--- config.mk ---
export PLATFORM = sky130hd
export DESIGN_NAME = timer_sched
export DESIGN_NICKNAME = d
export VERILOG_FILES = /design/src/rtl/timer_sched_pkg.sv /design/src/rtl/timer_sched_apb_master_xfer.sv /design/src/rtl/timer_sched.sv
export SDC_FILE = /design/constraint.sdc
export NUM_CORES = 1
export LEC_CHECK = 0
export BUFFER_PORTS_ARGS = -buffer_cell sky130_fd_sc_hd__buf_2
export CORE_UTILIZATION = 35
export CTS_CLUSTER_SIZE = 25
export DETAILED_ROUTE_END_ITERATION = 12
export GPL_TIMING_DRIVEN = 0
export HOLD_SLACK_MARGIN = 0.02
export SETUP_SLACK_MARGIN = 0.02
export SLEW_MARGIN = 0
export SYNTH_ARGS = -nofsm -noshare
export SYNTH_HDL_FRONTEND = slang
export SYNTH_SLANG_ARGS = --single-unit
--- constraint.sdc ---
create_clock -name pclk -period 3.34 [get_ports pclk]
set_clock_uncertainty 0.05 [all_clocks]
set_input_delay 0.167 -clock pclk [delete_from_list [all_inputs] [get_ports pclk]]
set_output_delay 0.167 -clock pclk [all_outputs]
set_load 0.05 [all_outputs]
--- src/rtl/timer_sched_pkg.sv ---
// rtl/timer_sched_pkg.sv - register map, TCR layout and state encodings for timer_sched
package timer_sched_pkg;

    localparam logic [3:0] TDR_OFF = 4'h0;
    localparam logic [3:0] TCR_OFF = 4'h4;
    localparam logic [3:0] TSR_OFF = 4'h8;

    localparam int LOAD_BIT   = 7;
    localparam int UPDOWN_BIT = 5;
    localparam int EN_BIT     = 4;
    localparam int CKS_LSB    = 0;

    typedef enum logic [3:0] {
        S_IDLE,
        S_WR_TDR,
        S_WR_LOAD,
        S_WR_RUN,
        S_GAP,
        S_POLL,
        S_WAIT,
        S_CLR,
        S_WR_STOP
    } state_e;

    typedef enum logic [1:0] {
        X_IDLE,
        X_SETUP,
        X_ACCESS
    } xfer_state_e;

    function automatic logic [31:0] tcr_word(input logic load, input logic updown,
                                             input logic en, input logic [1:0] cks);
        logic [31:0] w;
        w                = '0;
        w[LOAD_BIT]      = load;
        w[UPDOWN_BIT]    = updown;
        w[EN_BIT]        = en;
        w[CKS_LSB +: 2]  = cks;
        return w;
    endfunction

endpackage

--- src/rtl/timer_sched_apb_master_xfer.sv ---
// rtl/timer_sched_apb_master_xfer.sv - single APB transfer engine (SETUP/ACCESS, pready wait)
module apb_master_xfer
    import timer_sched_pkg::*;
(
    input  logic        pclk,
    input  logic        preset_n,
    input  logic        i_req,
    input  logic        i_we,
    input  logic [31:0] i_addr,
    input  logic [31:0] i_wdata,
    input  logic [31:0] i_prdata,
    input  logic        i_pready,
    input  logic        i_pslverr,
    output logic        o_psel,
    output logic        o_penable,
    output logic        o_pwrite,
    output logic [31:0] o_paddr,
    output logic [31:0] o_pwdata,
    output logic        o_ack,
    output logic [31:0] o_rdata,
    output logic        o_slverr
);

    xfer_state_e r_state;

    always_ff @(posedge pclk or negedge preset_n) begin
        if (!preset_n) begin
            r_state   <= X_IDLE;
            o_psel    <= 1'b0;
            o_penable <= 1'b0;
            o_pwrite  <= 1'b0;
            o_paddr   <= '0;
            o_pwdata  <= '0;
            o_ack     <= 1'b0;
            o_rdata   <= '0;
            o_slverr  <= 1'b0;
        end else begin
            o_ack <= 1'b0;
            case (r_state)
                // The requester still holds i_req during the ack cycle; ignoring it
                // there guarantees an idle bus cycle between transfers.
                X_IDLE: begin
                    if (i_req && !o_ack) begin
                        o_psel   <= 1'b1;
                        o_pwrite <= i_we;
                        o_paddr  <= i_addr;
                        o_pwdata <= i_wdata;
                        r_state  <= X_SETUP;
                    end
                end
                X_SETUP: begin
                    o_penable <= 1'b1;
                    r_state   <= X_ACCESS;
                end
                X_ACCESS: begin
                    if (i_pready) begin
                        o_psel    <= 1'b0;
                        o_penable <= 1'b0;
                        o_pwrite  <= 1'b0;
                        o_paddr   <= '0;
                        o_pwdata  <= '0;
                        o_ack     <= 1'b1;
                        o_rdata   <= i_prdata;
                        o_slverr  <= i_pslverr;
                        r_state   <= X_IDLE;
                    end
                end
                default: r_state <= X_IDLE;
            endcase
        end
    end

endmodule

--- src/rtl/timer_sched.sv ---
// rtl/timer_sched.sv - APB sequencer for the timer; TIMER_SCHED_IRQ_WAIT_EN swaps TSR polling for tmr_flag wait
module timer_sched
    import timer_sched_pkg::*;
#(
    parameter logic [31:0] BASE_ADDR = 32'h0000_0000,
    parameter int unsigned POLL_GAP  = 4,
    parameter int unsigned REPS_W    = 16
) (
    input  logic              pclk,
    input  logic              preset_n,
    input  logic              start,
    input  logic              stop,
    input  logic [31:0]       cfg_period,
    input  logic              cfg_updown,
    input  logic [1:0]        cfg_cks,
    input  logic [REPS_W-1:0] cfg_reps,
    input  logic              tmr_flag,
    output logic              psel,
    output logic              penable,
    output logic              pwrite,
    output logic [31:0]       paddr,
    output logic [31:0]       pwdata,
    input  logic [31:0]       prdata,
    input  logic              pready,
    input  logic              pslverr,
    output logic              busy,
    output logic              done,
    output logic              err,
    output logic [REPS_W-1:0] period_cnt
);

`ifdef TIMER_SCHED_IRQ_WAIT_EN
    localparam state_e S_NEXT = S_WAIT;
`else
    localparam state_e S_NEXT = S_GAP;
`endif

    state_e            r_state;
    logic [31:0]       r_period;
    logic              r_updown;
    logic [1:0]        r_cks;
    logic [REPS_W-1:0] r_reps;
    logic              r_stop;
    logic              r_reps_hit;
    logic [15:0]       r_gap_cnt;

    logic              w_req;
    logic              w_we;
    logic [31:0]       w_addr;
    logic [31:0]       w_wdata;
    logic              w_ack;
    logic [31:0]       w_rdata;
    logic              w_slverr;
    logic              w_stop;
    logic              w_flag;
    logic              w_hit;
    logic [REPS_W-1:0] w_cnt_inc;
    logic              w_unused;

    always_comb begin
        w_req   = 1'b0;
        w_we    = 1'b1;
        w_addr  = BASE_ADDR + {28'h0, TCR_OFF};
        w_wdata = '0;
        case (r_state)
            S_WR_TDR: begin
                w_req   = 1'b1;
                w_addr  = BASE_ADDR + {28'h0, TDR_OFF};
                w_wdata = r_period;
            end
            S_WR_LOAD: begin
                w_req   = 1'b1;
                w_wdata = tcr_word(1'b1, r_updown, 1'b0, r_cks);
            end
            S_WR_RUN: begin
                w_req   = 1'b1;
                w_wdata = tcr_word(1'b0, r_updown, 1'b1, r_cks);
            end
            S_POLL: begin
                w_req  = 1'b1;
                w_we   = 1'b0;
                w_addr = BASE_ADDR + {28'h0, TSR_OFF};
            end
            S_CLR: begin
                w_req   = 1'b1;
                w_addr  = BASE_ADDR + {28'h0, TSR_OFF};
                w_wdata = r_updown ? 32'h2 : 32'h1;
            end
            S_WR_STOP: begin
                w_req   = 1'b1;
                w_wdata = tcr_word(1'b0, r_updown, 1'b0, r_cks);
            end
            default: ;
        endcase
    end

    assign w_stop    = r_stop | stop;
    assign w_flag    = r_updown ? w_rdata[1] : w_rdata[0];
    assign w_cnt_inc = (&period_cnt) ? period_cnt : period_cnt + {{(REPS_W-1){1'b0}}, 1'b1};
    assign w_hit     = (r_reps != '0) && (w_cnt_inc == r_reps);

`ifdef TIMER_SCHED_IRQ_WAIT_EN
    assign w_unused = ^{w_rdata[31:2], r_gap_cnt};
`else
    assign w_unused = ^{w_rdata[31:2], tmr_flag};
`endif

    always_ff @(posedge pclk or negedge preset_n) begin
        if (!preset_n) begin
            r_state    <= S_IDLE;
            r_period   <= '0;
            r_updown   <= 1'b0;
            r_cks      <= '0;
            r_reps     <= '0;
            r_stop     <= 1'b0;
            r_reps_hit <= 1'b0;
            r_gap_cnt  <= '0;
            busy       <= 1'b0;
            done       <= 1'b0;
            err        <= 1'b0;
            period_cnt <= '0;
        end else begin
            done <= 1'b0;
            err  <= 1'b0;
            if (r_state != S_IDLE && stop)
                r_stop <= 1'b1;
            if (r_state != S_GAP)
                r_gap_cnt <= '0;
            case (r_state)
                S_IDLE: begin
                    if (start) begin
                        r_period   <= cfg_period;
                        r_updown   <= cfg_updown;
                        r_cks      <= cfg_cks;
                        r_reps     <= cfg_reps;
                        r_stop     <= 1'b0;
                        r_reps_hit <= 1'b0;
                        period_cnt <= '0;
                        busy       <= 1'b1;
                        r_state    <= S_WR_TDR;
                    end
                end
`ifdef TIMER_SCHED_IRQ_WAIT_EN
                S_WAIT: begin
                    if (w_stop)
                        r_state <= S_WR_STOP;
                    else if (tmr_flag)
                        r_state <= S_CLR;
                end
`else
                S_GAP: begin
                    if (w_stop)
                        r_state <= S_WR_STOP;
                    else if ({16'h0, r_gap_cnt} + 32'd1 >= POLL_GAP)
                        r_state <= S_POLL;
                    else
                        r_gap_cnt <= r_gap_cnt + 16'd1;
                end
`endif
                default: begin
                    if (w_ack) begin
                        if (w_slverr) begin
                            err     <= 1'b1;
                            busy    <= 1'b0;
                            r_state <= S_IDLE;
                        end else begin
                            case (r_state)
                                S_WR_TDR:  r_state <= w_stop ? S_WR_STOP : S_WR_LOAD;
                                S_WR_LOAD: r_state <= w_stop ? S_WR_STOP : S_WR_RUN;
                                S_WR_RUN:  r_state <= w_stop ? S_WR_STOP : S_NEXT;
                                S_POLL: begin
                                    if (w_stop)
                                        r_state <= S_WR_STOP;
                                    else
                                        r_state <= w_flag ? S_CLR : S_GAP;
                                end
                                // Reaching the count takes priority over a coincident stop so done still fires.
                                S_CLR: begin
                                    period_cnt <= w_cnt_inc;
                                    if (w_hit) begin
                                        r_reps_hit <= 1'b1;
                                        r_state    <= S_WR_STOP;
                                    end else begin
                                        r_state <= w_stop ? S_WR_STOP : S_NEXT;
                                    end
                                end
                                S_WR_STOP: begin
                                    busy    <= 1'b0;
                                    done    <= r_reps_hit;
                                    r_state <= S_IDLE;
                                end
                                default: r_state <= S_IDLE;
                            endcase
                        end
                    end
                end
            endcase
        end
    end

    apb_master_xfer u_xfer (
        .pclk      (pclk),
        .preset_n  (preset_n),
        .i_req     (w_req),
        .i_we      (w_we),
        .i_addr    (w_addr),
        .i_wdata   (w_wdata),
        .i_prdata  (prdata),
        .i_pready  (pready),
        .i_pslverr (pslverr),
        .o_psel    (psel),
        .o_penable (penable),
        .o_pwrite  (pwrite),
        .o_paddr   (paddr),
        .o_pwdata  (pwdata),
        .o_ack     (w_ack),
        .o_rdata   (w_rdata),
        .o_slverr  (w_slverr)
    );

endmodule

Word-level counts from Yosys, hierarchy flattened
Index checks and enable logic that the tools add are counted.
W data, S select, Z words.
{ "word_totals": {"register_bits": 165, "input_bits": 90, "output_inout_bits": 86, "wordCells": 137} }
{ "classes": {"add_sub_neg": 3, "n_lt_le_gt_ge": 1, "n_eq_ne": 16, "n_mux": 66, "bitwise": 2, "reduce_logical": 28} }
{ "op_table": {"columns": ["operator", "count"], "rows": [
  ["$pmux W32 S5", 1],
  ["$mux W16", 9],
  ["$pmux W32 S2", 2],
  ["$mux W32", 3],
  ["$mux W4", 10],
  ["$add A16 B1 Y16 const B", 2],
  ["$pmux W16 S2", 1],
  ["$mux W1", 27],
  ["$pmux W4 S5", 1],
  ["$add A16 B1 Y17 const B", 1],
  ["$ge A17 B3 Y1 const B", 1],
  ["$eq A16 B16 Y1", 1],
  ["$pmux W4 S2", 2],
  ["$reduce_and A16 Y1", 1],
  ["$reduce_bool A16 Y1", 1],
  ["$eq A4 B3 Y1 const B", 3],
  ["$pmux W1 S2", 5],
  ["$reduce_bool A2 Y1", 5],
  ["$eq A4 B2 Y1 const B", 2],
  ["$mux W2", 4],
  ["$reduce_and A2 Y1", 4],
  ["$ne A2 B2 Y1 const B", 3],
  ["$pmux W2 S3", 1],
  ["$reduce_and A3 Y1", 2],
  ["20 further kinds", 24]
]} }

Longest topological paths before layout
Gate-level depths: netlist (run 1).
{ "depth": {"word_depth": 9, "ltp_mapped": 9} }

Modules after synthesis
From an unflattened synthesis (run 1), not the netlist that was laid out.
{ "hier_totals": {"cells_unflattened": 828, "hier_area_um2": 8917.3} }
{ "by_module_without_submodules": {"columns": ["module", "instances", "cells_per_inst", "area_per_inst_um2", "seq_area_each_um2"], "rows": [
  ["timer_sched", 1, 530, 5206.2, 2302.2],
  ["apb_master_xfer", 1, 298, 3711.1, 2577.5]
]} }

Least setup slack after synthesis (run 1)
No wires, ideal clock.
{ "synth_timing": {"path_type": "flip-flop to flip-flop", "startpoint": "register period_cnt[0]", "endpoint": "register r_state[3]", "setup_time_ns": 0.095, "t_arrival_ns": 2.909, "required_time_ns": 3.195, "slack_ns": 0.286, "path_stages_with_launch": 10, "n_path_buf": 1, "synth_period_minus_slack_ns": 3.054, "path_cell_list": "dfrtp_1 > ha_1 > nand4_2 > or4_4 > buf_6 > a221oi_2 > nor2_1 > nor4_2 > a41oi_1 > o32ai_2"} }
{ "synth_via": {"elab_chain_len": 9} }
{ "synth_lines": {"columns": ["element", "line", "text"], "rows": [
  ["start: declaration", "timer_sched.sv:29", "output logic [REPS_W-1:0] period_cnt"],
  ["start signal: assignment", "timer_sched.sv:179", "period_cnt <= w_cnt_inc;"],
  ["$add A16 B1 Y16 or $reduce_and A16 Y1 (tied branches)", "timer_sched.sv:99", "assign w_cnt_inc = (&period_cnt) ? period_cnt : period_cnt + {{(REPS_W-1){1'b0}}, 1'b1};"],
  ["$mux W16 (*)", "timer_sched.sv:99", null],
  ["$eq A16 B16 Y1 (*)", "timer_sched.sv:100", "assign w_hit = (r_reps != '0) && (w_cnt_inc == r_reps);"],
  ["$logic_and A1 B1 Y1 (*)", "timer_sched.sv:100", null],
  ["$mux W4 (*)", "timer_sched.sv:180", "if (w_hit) begin"],
  ["$pmux W4 S5 (*)", "timer_sched.sv:167", "case (r_state)"],
  ["$mux W4 (*)", "timer_sched.sv:162", "if (w_slverr) begin"],
  ["$mux W4 (*)", "timer_sched.sv:161", "if (w_ack) begin"],
  ["$pmux W4 S2 (*)", "timer_sched.sv:129", "case (r_state)"],
  ["end signal: assignment", "timer_sched.sv:168", "S_WR_TDR: r_state <= w_stop ? S_WR_STOP : S_WR_LOAD;"],
  ["end signal: assignment", "timer_sched.sv:169", "S_WR_LOAD: r_state <= w_stop ? S_WR_STOP : S_WR_RUN;"],
  ["end signal: assignment", "timer_sched.sv:170", "S_WR_RUN: r_state <= w_stop ? S_WR_STOP : S_NEXT;"],
  ["end: declaration", "timer_sched.sv:38", "state_e r_state;"]
]} }
Every way passes the cells marked *; elsewhere a longest branch is shown, timed or not. The select of a mux whose other input is x is not followed.
A chain may end at the register's enable or synchronous reset.

Final worst setup path (run 1)
{ "layout_timing": {"startpoint": "register period_cnt[1]", "endpoint": "register r_state[3]"} }
The elaborated chain is that of the path after synthesis.

==> results.sh, run 1 <==
export IMPL_timing_hold_ws_ns=0.0583
export IMPL_fmaxAchievable_mhz=317
export IMPL_multiInputGateArea_mm2=0.00317
export IMPL_synth_async_sr_flop_share_pct=100
export IMPL_die_w_um=142
export IMPL_antenna_found_initial=0
export IMPL_postLayoutSetupSlackWorst_ns=0.183
export IMPL_htree_levels=4
export IMPL_postRouteWirelength_mm=17.9
export IMPL_min_period_over_period_pct=94.5
export IMPL_floorplan_die_area_mm2=0.0201
export IMPL_clockBufferDepth=2
export IMPL_finalPower_mw=3.72
export IMPL_initial_utilization_pct=36.2
export IMPL_layout_cell_area_non_filler_mm2=0.00905
export IMPL_timing_final_setup_violations=0
export IMPL_cap_viol_max_count=0
export IMPL_worst_pin_slew_ns=0.908
export IMPL_seq_area_frac_synth_pct=49.4
export IMPL_post_route_cells_drive_above_1_share_pct=28.8
export IMPL_area_overhead_vs_synth_pct=32.4
export IMPL_place_detailed_hpwl_mm=12.6
export IMPL_final_seq_area_mm2=0.00338
export IMPL_routedWlPerCell_um=15.6
export IMPL_io_pins=176
export IMPL_grt_use_total_pct=18.9
export IMPL_chipHeight_um=142
export IMPL_utilization_pct=47.9
export IMPL_vias=5757
export IMPL_post_cts_buffers=0
export IMPL_grt_max_degree=98
export IMPL_timing_critical_path_required_ns=3.62
export IMPL_netlist_instances=651
export IMPL_worstSetupStartpointType="flop"
export IMPL_post_synth_num_cell_types=64
export IMPL_core_area_mm2=0.0189
export IMPL_p_leak_nw=4.25
export IMPL_outcome="finished, final reports clean"
export IMPL_worstSkewPairLatency_ns=0.42
export IMPL_place_worst_setup_slack_ns=-0.0399
export IMPL_ant_nets=0
export IMPL_pwr_density_cell_mw_per_mm2=411
export IMPL_drt_drc_violations_left=0
export IMPL_number_of_global_route_vias_before_repair=5724
export IMPL_ys_ff_latch=135
export IMPL_grt_first_pass_wirelength_mm=29.6
export IMPL_synthFlopType="sky130_fd_sc_hd__dfrtp_1"
export IMPL_cts_root_buf="sky130_fd_sc_hd__clkbuf_16"
export IMPL_fin_nets=964
export IMPL_tritoncts_clock_tree="built"
export IMPL_final_period_minus_worst_setup_slack_ns=3.16
export IMPL_worstSetupStartpoint="period_cnt[1]"
export IMPL_critPathKind="reg -> reg"
export IMPL_clock_sink_count=135
export IMPL_grt_remaining_overflow=0
export IMPL_slew_headroom_pct=39.0
export IMPL_synth_cell_area_mm2=0.00684
export IMPL_ys_warn_count=0
export IMPL_num_fill_cells=1769
export IMPL_drt_pass1_iterations=5
export IMPL_worst_path_max_fanout=10
export IMPL_hold_class="in -> reg"
export IMPL_timing_max_transition_violations_final=0
export IMPL_critical_path_endpoint_type="flop"
export IMPL_number_of_enable_flip_flop_cells_after_synthesis=0
export IMPL_cp_arrival_ns=3.44
export IMPL_gpl_final_weighted_congestion=0.883
export IMPL_std_cell_rows=50
export IMPL_postSynthAreaPerCell_um2=10.5
export IMPL_beginning_of_the_worst_register_to_register_path="period_cnt[1]"
export IMPL_min_delay_start="pready"
export IMPL_timing_final_hold_violations=0
export IMPL_worst_setup_hold_path_clk_slew_ns=0.06
export IMPL_irDropWorstVdd_uv=290
export IMPL_route_detailed_vias_per_inst=5.03
export IMPL_dr_first_iter_drc_count=347
export IMPL_rsz0062_at_grt="no"
export IMPL_number_of_buffers_added_by_the_clock_tree_synthesis_step=17
export IMPL_standard_cell_area_after_detailed_placement_mm2=0.00787
export IMPL_insertedDiodeCount=0
export IMPL_place_port_buffers=114
[layout make-up]
type / count / share of cell area [%]
sequential: 135 / 37.4
buffer: 62 / 4.04
timing repair buffer: 172 / 13.0
clock buffer: 17 / 4.70
tap: 260 / 3.60
clock inverter: 15 / 1.73
inverter: 13 / 0.539
multi-input combinational: 470 / 35.0
[stage by stage]
| step | TNS, ns | std cells |
|---|---|---|
| finish | 0 | 1144 |
| global route | 0 | 1144 |
| detailed placement | -0.0399 | 1055 |
| CTS | 0 | 1144 |
| floorplan | 0 | 680 |
| global placement | -0.0694 | 1054 |
[synthesized netlist by cell type (3+ instances only)]
library cell	n	area share [%]
sky130_fd_sc_hd__a21oi_1	21	1.5
sky130_fd_sc_hd__nor4_1	16	1.5
sky130_fd_sc_hd__dfrtp_1	135	49
sky130_fd_sc_hd__nor4b_1	5	0.64
sky130_fd_sc_hd__or4_1	4	0.44
sky130_fd_sc_hd__nor4_2	3	0.55
sky130_fd_sc_hd__mux2_2	54	8.9
sky130_fd_sc_hd__clkbuf_1	26	1.4
sky130_fd_sc_hd__inv_1	13	0.71
sky130_fd_sc_hd__nand3_1	18	1.3
sky130_fd_sc_hd__and4_1	4	0.51
sky130_fd_sc_hd__o31ai_1	12	1.3
sky130_fd_sc_hd__o21ai_0	30	2.2
sky130_fd_sc_hd__a22o_1	31	4.0
sky130_fd_sc_hd__nand2b_1	4	0.37
sky130_fd_sc_hd__o211ai_1	4	0.44
sky130_fd_sc_hd__a31oi_1	5	0.46
sky130_fd_sc_hd__and2_1	14	1.3
sky130_fd_sc_hd__nor2_1	42	2.3
sky130_fd_sc_hd__nand4_1	11	1.0
sky130_fd_sc_hd__nor2b_1	5	0.46
sky130_fd_sc_hd__xor2_1	7	0.90
sky130_fd_sc_hd__buf_4	32	3.5
sky130_fd_sc_hd__a41oi_1	4	0.51
sky130_fd_sc_hd__nor3_1	17	1.2
sky130_fd_sc_hd__nand2_1	48	2.6
sky130_fd_sc_hd__a22oi_1	3	0.33
sky130_fd_sc_hd__mux2i_1	6	0.88
sky130_fd_sc_hd__and3_1	16	1.5
sky130_fd_sc_hd__buf_2	3	0.22
sky130_fd_sc_hd__xnor2_1	9	1.2
sky130_fd_sc_hd__a21o_1	3	0.33
sky130_fd_sc_hd__o22ai_1	4	0.37
sky130_fd_sc_hd__ha_1	3	0.55
[flip-flops by register name, indices dropped and copies added (netlist names)]
signal	cells
err	1
u_xfer.o_pwrite	1
period_cnt	16
r_reps_hit	1
u_xfer.o_ack	1
u_xfer.o_rdata	2
r_gap_cnt	16
r_updown	1
u_xfer.o_paddr	2
busy	1
r_stop	1
u_xfer.o_penable	1
r_state	4
done	1
u_xfer.o_psel	1
u_xfer.o_pwdata	32
r_reps	16
r_cks	2
r_period	32
u_xfer.r_state	2
u_xfer.o_slverr	1
[path summary, 6_finish.rpt]
check	endpoint	slack, ns	cells past startpoint
setup / recovery	r_state[3]	0.18	9
hold / removal	u_xfer.o_penable	0.06	4
setup reg to reg	r_state[3]	0.18	9
hold reg to reg	u_xfer.o_psel	0.42	2
max in group asynchronous	r_gap_cnt[0]	2.27	3
min in group asynchronous	r_reps[5]	0.16	2
[power by group]
group          switching, mW  internal, mW  total, mW  leakage (nW)
registers            0.00107          1.64       1.64          1.77
logic                  0.135        0.0973      0.232          2.19
clock network          0.795          1.06       1.85         0.289
[cells in the final DEF, fill, tap and decap left out, types with 5 or more instances in the layout]
cell type / n
sky130_fd_sc_hd__mux2_2: 54
sky130_fd_sc_hd__a22o_1: 31
sky130_fd_sc_hd__mux2i_1: 6
sky130_fd_sc_hd__and2_1: 14
sky130_fd_sc_hd__nor4b_1: 5
sky130_fd_sc_hd__nand2_1: 48
sky130_fd_sc_hd__nand4_1: 11
sky130_fd_sc_hd__inv_6: 5
sky130_fd_sc_hd__nand3_1: 18
sky130_fd_sc_hd__nor3_1: 17
sky130_fd_sc_hd__inv_8: 5
sky130_fd_sc_hd__a21oi_1: 21
sky130_fd_sc_hd__nor2_1: 42
sky130_fd_sc_hd__dfrtp_1: 133
sky130_fd_sc_hd__o31ai_1: 12
sky130_fd_sc_hd__buf_2: 116
sky130_fd_sc_hd__dlygate4sd3_1: 57
sky130_fd_sc_hd__a31oi_1: 5
sky130_fd_sc_hd__clkbuf_16: 17
sky130_fd_sc_hd__buf_4: 32
sky130_fd_sc_hd__clkbuf_1: 25
sky130_fd_sc_hd__conb_1: 30
sky130_fd_sc_hd__xor2_1: 7
sky130_fd_sc_hd__nor2b_1: 5
sky130_fd_sc_hd__and3_1: 16
sky130_fd_sc_hd__inv_1: 13
sky130_fd_sc_hd__o21ai_0: 30
sky130_fd_sc_hd__xnor2_1: 9
sky130_fd_sc_hd__nor4_1: 15
[cell families (layout without fill, tap and decap cells)]
logic type / after synthesis / in the layout / share of synthesized area (%)
simple gates: 220 / 220 / 17.4
compound gates: 141 / 141 / 14.7
flops: 135 / 135 / 49.4
buf+inv: 75 / 279 / 6.04
mux: 60 / 60 / 9.77
xor+xnor: 16 / 16 / 2.05
fa+ha+maj: 3 / 3 / 0.549
other cells: 1 / 30 / 0.0549
[critical path, cell delays in order (launching register included)]
cell                       delay [ns]
sky130_fd_sc_hd__dfrtp_2         0.49
sky130_fd_sc_hd__ha_2            0.31
sky130_fd_sc_hd__nand4_2         0.29
sky130_fd_sc_hd__or4_4           0.59
sky130_fd_sc_hd__buf_6           0.17
sky130_fd_sc_hd__a221oi_2        0.29
sky130_fd_sc_hd__nor2_1          0.10
sky130_fd_sc_hd__nor4_2          0.33
sky130_fd_sc_hd__a41oi_1         0.19
sky130_fd_sc_hd__o32ai_2         0.26
[layer usage]
| metal | global-route usage, % | share of wire, % |
|---|---|---|
| met4 | 7.24 | 2.3 |
| met3 | 5.43 | 6.1 |
| met5 | 0 | 0 |
| met1 | 25.2 | 46 |
| met2 | 28.9 | 45 |
[what timing repair did]
action,CTS,global route
hold endpoints to repair,93,0
pin swaps,0,0
resized for setup,2,5
hold buffers,57,0
endpoints found under the setup margin,1,3
(Power assumes the default switching activity.)
==> run 2, diff against run 1 <==
--- a/config.mk
+++ b/config.mk
@@ -11,6 +11,7 @@
 export DETAILED_ROUTE_END_ITERATION = 12
 export GPL_TIMING_DRIVEN = 0
 export HOLD_SLACK_MARGIN = 0.02
+export MAX_ROUTING_LAYER = met4
 export SETUP_SLACK_MARGIN = 0.02
 export SLEW_MARGIN = 0
 export SYNTH_ARGS = -nofsm -noshare
==> constraint.sdc (replaced) <==
create_clock -name pclk -period 3.3 [get_ports pclk]
set_clock_uncertainty 0.05 [all_clocks]
set_input_delay 0.165 -clock pclk [delete_from_list [all_inputs] [get_ports pclk]]
set_output_delay 0.165 -clock pclk [all_outputs]
set_load 0.05 [all_outputs]
==> run 2 against run 1 <==
Effect of this change: clock power about the same; critical endpoint unchanged; die area unchanged; count of clock-buffer cells in the layout unchanged; cell area unchanged; routed wire length up 0.12%; combinational power about the same; first-iteration DRC count up 8.4%; via count up 0.17%; global-route usage up 0.55 points; register-to-register slack worse by 0.03 ns; fmax up 0.36%; worst setup slack worse by 0.029 ns.
==> results.sh, run 2 (synthesized netlist as in run 1, its figures left out) <==
export IMPL_hold_class="in -> reg"
export IMPL_layout_commonest_cell="sky130_fd_sc_hd__dfrtp_1"
export IMPL_beginning_of_the_worst_register_to_register_path="period_cnt[0]"
export IMPL_cap_viol_max_count=0
export IMPL_final_period_minus_worst_setup_slack_ns=3.15
export IMPL_cp_arrival_ns=3.43
export IMPL_number_of_buffers_added_by_the_clock_tree_synthesis_step=17
export IMPL_utilization_pct=47.9
export IMPL_cp_cell_sequence="ha_2 > nand4_2 > or4_4 > buf_6 > a221oi_2 > nor2_1 > nor4_2 > a41oi_1 > o32ai_2"
export IMPL_std_cell_rows=50
export IMPL_vias=5767
export IMPL_core_area_mm2=0.0189
export IMPL_insertedDiodeCount=0
export IMPL_p_leak_nw=4.25
export IMPL_worst_r2r_cell_count=9
export IMPL_drt_pass1_iterations=6
export IMPL_place_detailed_hpwl_mm=12.6
export IMPL_worst_pin_slew_ns=0.911
export IMPL_die_w_um=142
export IMPL_critPathKind="reg -> reg"
export IMPL_slew_headroom_pct=38.8
export IMPL_route_detailed_vias_per_inst=5.04
export IMPL_family_with_the_most_delay_on_the_worst_path="simple AND/OR/NAND/NOR gates"
export IMPL_place_port_buffers=114
export IMPL_critical_path_buf_inv_count=1
export IMPL_ant_nets=0
export IMPL_worst_setup_hold_path_clk_slew_ns=0.06
export IMPL_clockBufferDepth=2
export IMPL_post_route_cells_drive_above_1_share_pct=28.8
export IMPL_critical_path_max_stage_delay_ns=0.59
export IMPL_final_setup_tns_ns=0
export IMPL_initial_utilization_pct=36.2
export IMPL_ff2ff_setup_slack_ns=0.15
export IMPL_post_cts_buffers=0
export IMPL_min_period_over_period_pct=95.3
export IMPL_fin_nets=964
export IMPL_tritoncts_clock_tree="built"
export IMPL_timing_hold_worst_path_depth=4
export IMPL_grt_use_total_pct=19.4
export IMPL_critical_path_endpoint_type="flop"
export IMPL_gpl_final_weighted_congestion=0.898
export IMPL_cts_root_buf="sky130_fd_sc_hd__clkbuf_16"
export IMPL_floorplan_die_area_mm2=0.0201
export IMPL_number_of_global_route_vias_before_repair=5726
export IMPL_pwr_density_cell_mw_per_mm2=417
export IMPL_largest_registers_in_the_final_layout="r_period: 32 flops, u_xfer.o_pwdata: 32 flops"
export IMPL_slowest_stage="sky130_fd_sc_hd__or4_4"
export IMPL_timing_final_hold_violations=0
export IMPL_worstSkewPairLatency_ns=0.43
export IMPL_crit_reg_reg_endpoint="r_state[3]"
export IMPL_timing_critical_path_required_ns=3.59
export IMPL_chipHeight_um=142
export IMPL_postRouteWirelength_mm=17.9
export IMPL_clock_sink_count=135
export IMPL_outcome="finished, final reports clean"
export IMPL_grt_max_degree=98
export IMPL_timing_final_setup_violations=0
export IMPL_grt_remaining_overflow=0
export IMPL_drt_drc_violations_left=0
export IMPL_antenna_found_initial=0
export IMPL_worstSetupStartpointType="flop"
export IMPL_irDropWorstVdd_uv=294
export IMPL_worst_path_max_fanout=10
export IMPL_timing_max_transition_violations_final=0
export IMPL_area_overhead_vs_synth_pct=32.4
export IMPL_routedWlPerCell_um=15.7
export IMPL_rsz0062_at_grt="no"
export IMPL_grt_first_pass_wirelength_mm=29.6
export IMPL_htree_levels=4
export IMPL_layout_cells_most_common_list="133 x sky130_fd_sc_hd__dfrtp_1, 116 x sky130_fd_sc_hd__buf_2, 57 x sky130_fd_sc_hd__dlygate4sd3_1, 54 x sky130_fd_sc_hd__mux2_2, 48 x sky130_fd_sc_hd__nand2_1"
export IMPL_io_pins=176
export IMPL_fmaxAchievable_mhz=318
export IMPL_hold_end="u_xfer.o_penable"
export IMPL_finalPower_mw=3.77
export IMPL_dr_first_iter_drc_count=376
export IMPL_min_delay_start="pready"
[run 2: report_power, final]
| group | switching, mW | total, mW | internal, mW |
|---|---|---|---|
| clock | 0.809 | 1.88 | 1.07 |
| sequential | 0.00108 | 1.66 | 1.66 |
| combinational | 0.137 | 0.235 | 0.0985 |
| total | 0.947 | 3.77 | 2.82 |
[run 2: layout make-up]
cell class	count	area, µm²
timing repair buffer	172	1170
fill	1769	9850
clock buffer	17	425
tap	260	325
multi-input combinational	470	3170
sequential	135	3380
inverter	13	48.8
clock inverter	15	156
buffer	62	365
[run 2: what timing repair did]
item	in CTS	in global routing
gates cloned	0	0
setup endpoints to repair	2	3
gates resized for setup	2	5
endpoints found under the hold margin	93	0
hold buffers	57	0
[run 2: worst min-delay path: stages]
cell,delay (ns)
sky130_fd_sc_hd__buf_2,0.10
sky130_fd_sc_hd__inv_1,0.03
sky130_fd_sc_hd__o21ai_0,0.13
sky130_fd_sc_hd__a21oi_1,0.06
[run 2: through the flow]
| stage | hold slack, ns | instances | worst slack, ns | instance area (µm²) |
|---|---|---|---|---|
| after floorplan | -0.181 | 680 | 0.246 | 6940 |
| after global placement | 0.322 | 1054 | -0.109 | 7840 |
| after detailed placement | 0.0499 | 1055 | -0.0799 | 7870 |
| after CTS | 0.0476 | 1144 | 0.0312 | 9040 |
| after global routing | 0.0637 | 1144 | 0.0500 | 9050 |
| final | 0.0527 | 1144 | 0.154 | 9050 |
[run 2: layer usage]
metal  global-route usage, %  part of all wire (%)  up-vias
met1                    25.5                    47     2751
li1                        -                     -     2792
met3                    4.56                   5.5       34
met5                       -                     0        -
met2                    28.9                    45      190
met4                    7.75                   2.1        0
[run 2: worst max-delay path by stage]
stage	startpoint	to	depth (start not counted)
after floorplan	period_cnt[0]	r_state[3]	9
after global placement	period_cnt[0]	r_state[2]	8
after detailed placement	period_cnt[1]	r_state[2]	8
after CTS	period_cnt[1]	r_state[3]	9
after global routing	period_cnt[1]	r_state[2]	9
final	period_cnt[0]	r_state[3]	9
==> run 3, diff against run 2 <==
--- a/config.mk
+++ b/config.mk
@@ -6,12 +6,13 @@
 export NUM_CORES = 1
 export LEC_CHECK = 0
 export BUFFER_PORTS_ARGS = -buffer_cell sky130_fd_sc_hd__buf_2
-export CORE_UTILIZATION = 35
+export CORE_UTILIZATION = 49
 export CTS_CLUSTER_SIZE = 25
 export DETAILED_ROUTE_END_ITERATION = 12
 export GPL_TIMING_DRIVEN = 0
 export HOLD_SLACK_MARGIN = 0.02
 export MAX_ROUTING_LAYER = met4
+export PLACE_DENSITY = 0.75
 export SETUP_SLACK_MARGIN = 0.02
 export SLEW_MARGIN = 0
 export SYNTH_ARGS = -nofsm -noshare
==> run 3 against run 2 <==
Effect of this change: combinational power barely moved; cell area fell by 1.2%; routed wire length rose by 7.8%; first-iteration DRC count rose by 47%; clock power fell by 3%; cell count fell by 7.3%.
==> results.sh, run 3 (synthesized netlist as in run 1, its figures left out) <==
export IMPL_outcome="finished, final reports clean"
export IMPL_largest_registers_in_the_final_layout="r_period: 32 flops, u_xfer.o_pwdata: 32 flops"
export IMPL_gpl_final_weighted_congestion=0.943
export IMPL_place_port_buffers=114
export IMPL_timing_hold_worst_path_depth=3
export IMPL_worstSetupStartpointType="flop"
export IMPL_finalPower_mw=3.72
export IMPL_number_of_buffers_added_by_the_clock_tree_synthesis_step=17
export IMPL_antenna_found_initial=0
export IMPL_worst_r2r_cell_count=9
export IMPL_postLayoutSetupSlackWorst_ns=0.242
export IMPL_drt_pass1_iterations=6
export IMPL_die_w_um=120
export IMPL_place_detailed_hpwl_mm=12.9
export IMPL_fin_nets=964
export IMPL_ant_nets=0
export IMPL_worst_setup_hold_path_clk_slew_ns=0.06
export IMPL_beginning_of_the_worst_register_to_register_path="period_cnt[1]"
export IMPL_timing_final_setup_violations=0
export IMPL_num_fill_cells=1027
export IMPL_final_cell_count_no_fill=1060
export IMPL_drt_drc_violations_left=0
export IMPL_timing_max_transition_violations_final=0
export IMPL_number_of_global_route_vias_before_repair=5895
export IMPL_hold_end="u_xfer.r_state[1]"
export IMPL_critical_path_endpoint_type="flop"
export IMPL_tritoncts_clock_tree="built"
export IMPL_final_period_minus_worst_setup_slack_ns=3.06
export IMPL_floorplan_die_area_mm2=0.0144
export IMPL_timing_final_hold_violations=0
export IMPL_slew_headroom_pct=37.0
export IMPL_initial_utilization_pct=51.0
export IMPL_cp_arrival_ns=3.34
export IMPL_timing_critical_path_required_ns=3.58
export IMPL_io_pins=176
export IMPL_hold_class="in -> reg"
export IMPL_grt_remaining_overflow=0
export IMPL_placedCellCount=971
export IMPL_final_seq_area_mm2=0.00338
export IMPL_post_route_cells_drive_above_1_share_pct=28.7
export IMPL_worst_pin_slew_ns=0.937
export IMPL_grt_use_total_pct=28.6
export IMPL_worst_path_max_fanout=10
export IMPL_final_setup_tns_ns=0
export IMPL_routedWlPerCell_um=18.2
export IMPL_fmaxAchievable_mhz=327
export IMPL_chipHeight_um=120
export IMPL_grt_max_degree=76
export IMPL_pwr_density_cell_mw_per_mm2=417
export IMPL_irDropWorstVdd_uv=336
export IMPL_cap_viol_max_count=0
export IMPL_place_worst_setup_slack_ns=-0.233
export IMPL_critPathKind="reg -> reg"
export IMPL_htree_levels=4
export IMPL_clock_sink_count=135
export IMPL_layout_cells_most_common_list="133 x sky130_fd_sc_hd__dfrtp_1, 116 x sky130_fd_sc_hd__buf_2, 57 x sky130_fd_sc_hd__dlygate4sd3_1, 54 x sky130_fd_sc_hd__mux2_2, 48 x sky130_fd_sc_hd__nand2_1"
export IMPL_p_leak_nw=4.23
export IMPL_core_area_mm2=0.0134
export IMPL_min_delay_start="pready"
export IMPL_timing_hold_ws_ns=0.0549
export IMPL_crit_reg_reg_endpoint="r_state[3]"
export IMPL_area_overhead_vs_synth_pct=30.8
export IMPL_grt_first_pass_wirelength_mm=30.8
export IMPL_vias=6074
export IMPL_rsz0062_at_grt="no"
export IMPL_std_cell_rows=42
export IMPL_worstSkewPairLatency_ns=0.42
export IMPL_multiInputGateArea_mm2=0.00318
export IMPL_layout_commonest_cell="sky130_fd_sc_hd__dfrtp_1"
export IMPL_clockBufferDepth=2
export IMPL_route_detailed_vias_per_inst=5.73
export IMPL_dr_first_iter_drc_count=551
export IMPL_postRouteWirelength_mm=19.3
export IMPL_insertedDiodeCount=0
export IMPL_cts_root_buf="sky130_fd_sc_hd__clkbuf_16"
export IMPL_ff2ff_setup_slack_ns=0.24
export IMPL_min_period_over_period_pct=92.7
run 3: metal layers:
layer  track usage (%)  routed length [µm]  vias to the layer above
met2              44.3                9370                      280
met3              5.28                1290                       40
met1              37.3                8230                     2953
li1                  -                   -                     2801
met5                 -                   0                        -
met4              10.9                 422                        0
run 3: cell type report:
type,instances,share of cell area (%)
plain buffers,62,4.07
clock buffers,17,4.76
clock inverters,15,1.61
inverters,13,0.546
multi-input cells,470,35.6
flip-flops and latches,135,37.8
well taps,176,2.46
repair buffers,172,13.1
run 3: how the worst max path moves through the flow:
stage                       endpoint           start  cells after the start
after floorplan           r_state[3]   period_cnt[0]                      9
after global placement    r_state[2]   period_cnt[0]                      8
after detailed placement  r_state[2]   period_cnt[1]                      8
after CTS                 r_state[3]   period_cnt[0]                      9
after global routing      r_state[2]  period_cnt[14]                      8
final                     r_state[3]   period_cnt[1]                      9
run 3: what timing repair did:
item	4_1_cts	5_1_grt
buffers inserted	0	0
setup endpoints to repair	3	3
resized for setup	3	3
hold endpoints to repair	115	0
hold buffers	57	0
pin swaps	0	1
run 3: power by group:
part           total [mW]  switching, mW  internal [mW]
registers            1.66        0.00128           1.66
clock network        1.83          0.777           1.05
logic               0.236          0.138         0.0985
total                3.72          0.916           2.81
run 3: through the flow:
step / util [%] / cell area (µm²)
after global routing: 66.7 / 8940
after global placement: 57.7 / 7730
after CTS: 66.6 / 8920
final: 66.7 / 8940
after floorplan: - / 6940
after detailed placement: 58.0 / 7770
run 3: worst max-delay path, cell delays in order (launching register included):
cell,delay [ns]
sky130_fd_sc_hd__dfrtp_2,0.50
sky130_fd_sc_hd__ha_2,0.34
sky130_fd_sc_hd__nand4_4,0.21
sky130_fd_sc_hd__or4_4,0.56
sky130_fd_sc_hd__buf_6,0.17
sky130_fd_sc_hd__a211oi_1,0.29
sky130_fd_sc_hd__nor2_1,0.10
sky130_fd_sc_hd__nor4_2,0.31
sky130_fd_sc_hd__a41oi_1,0.17
sky130_fd_sc_hd__o32ai_2,0.26
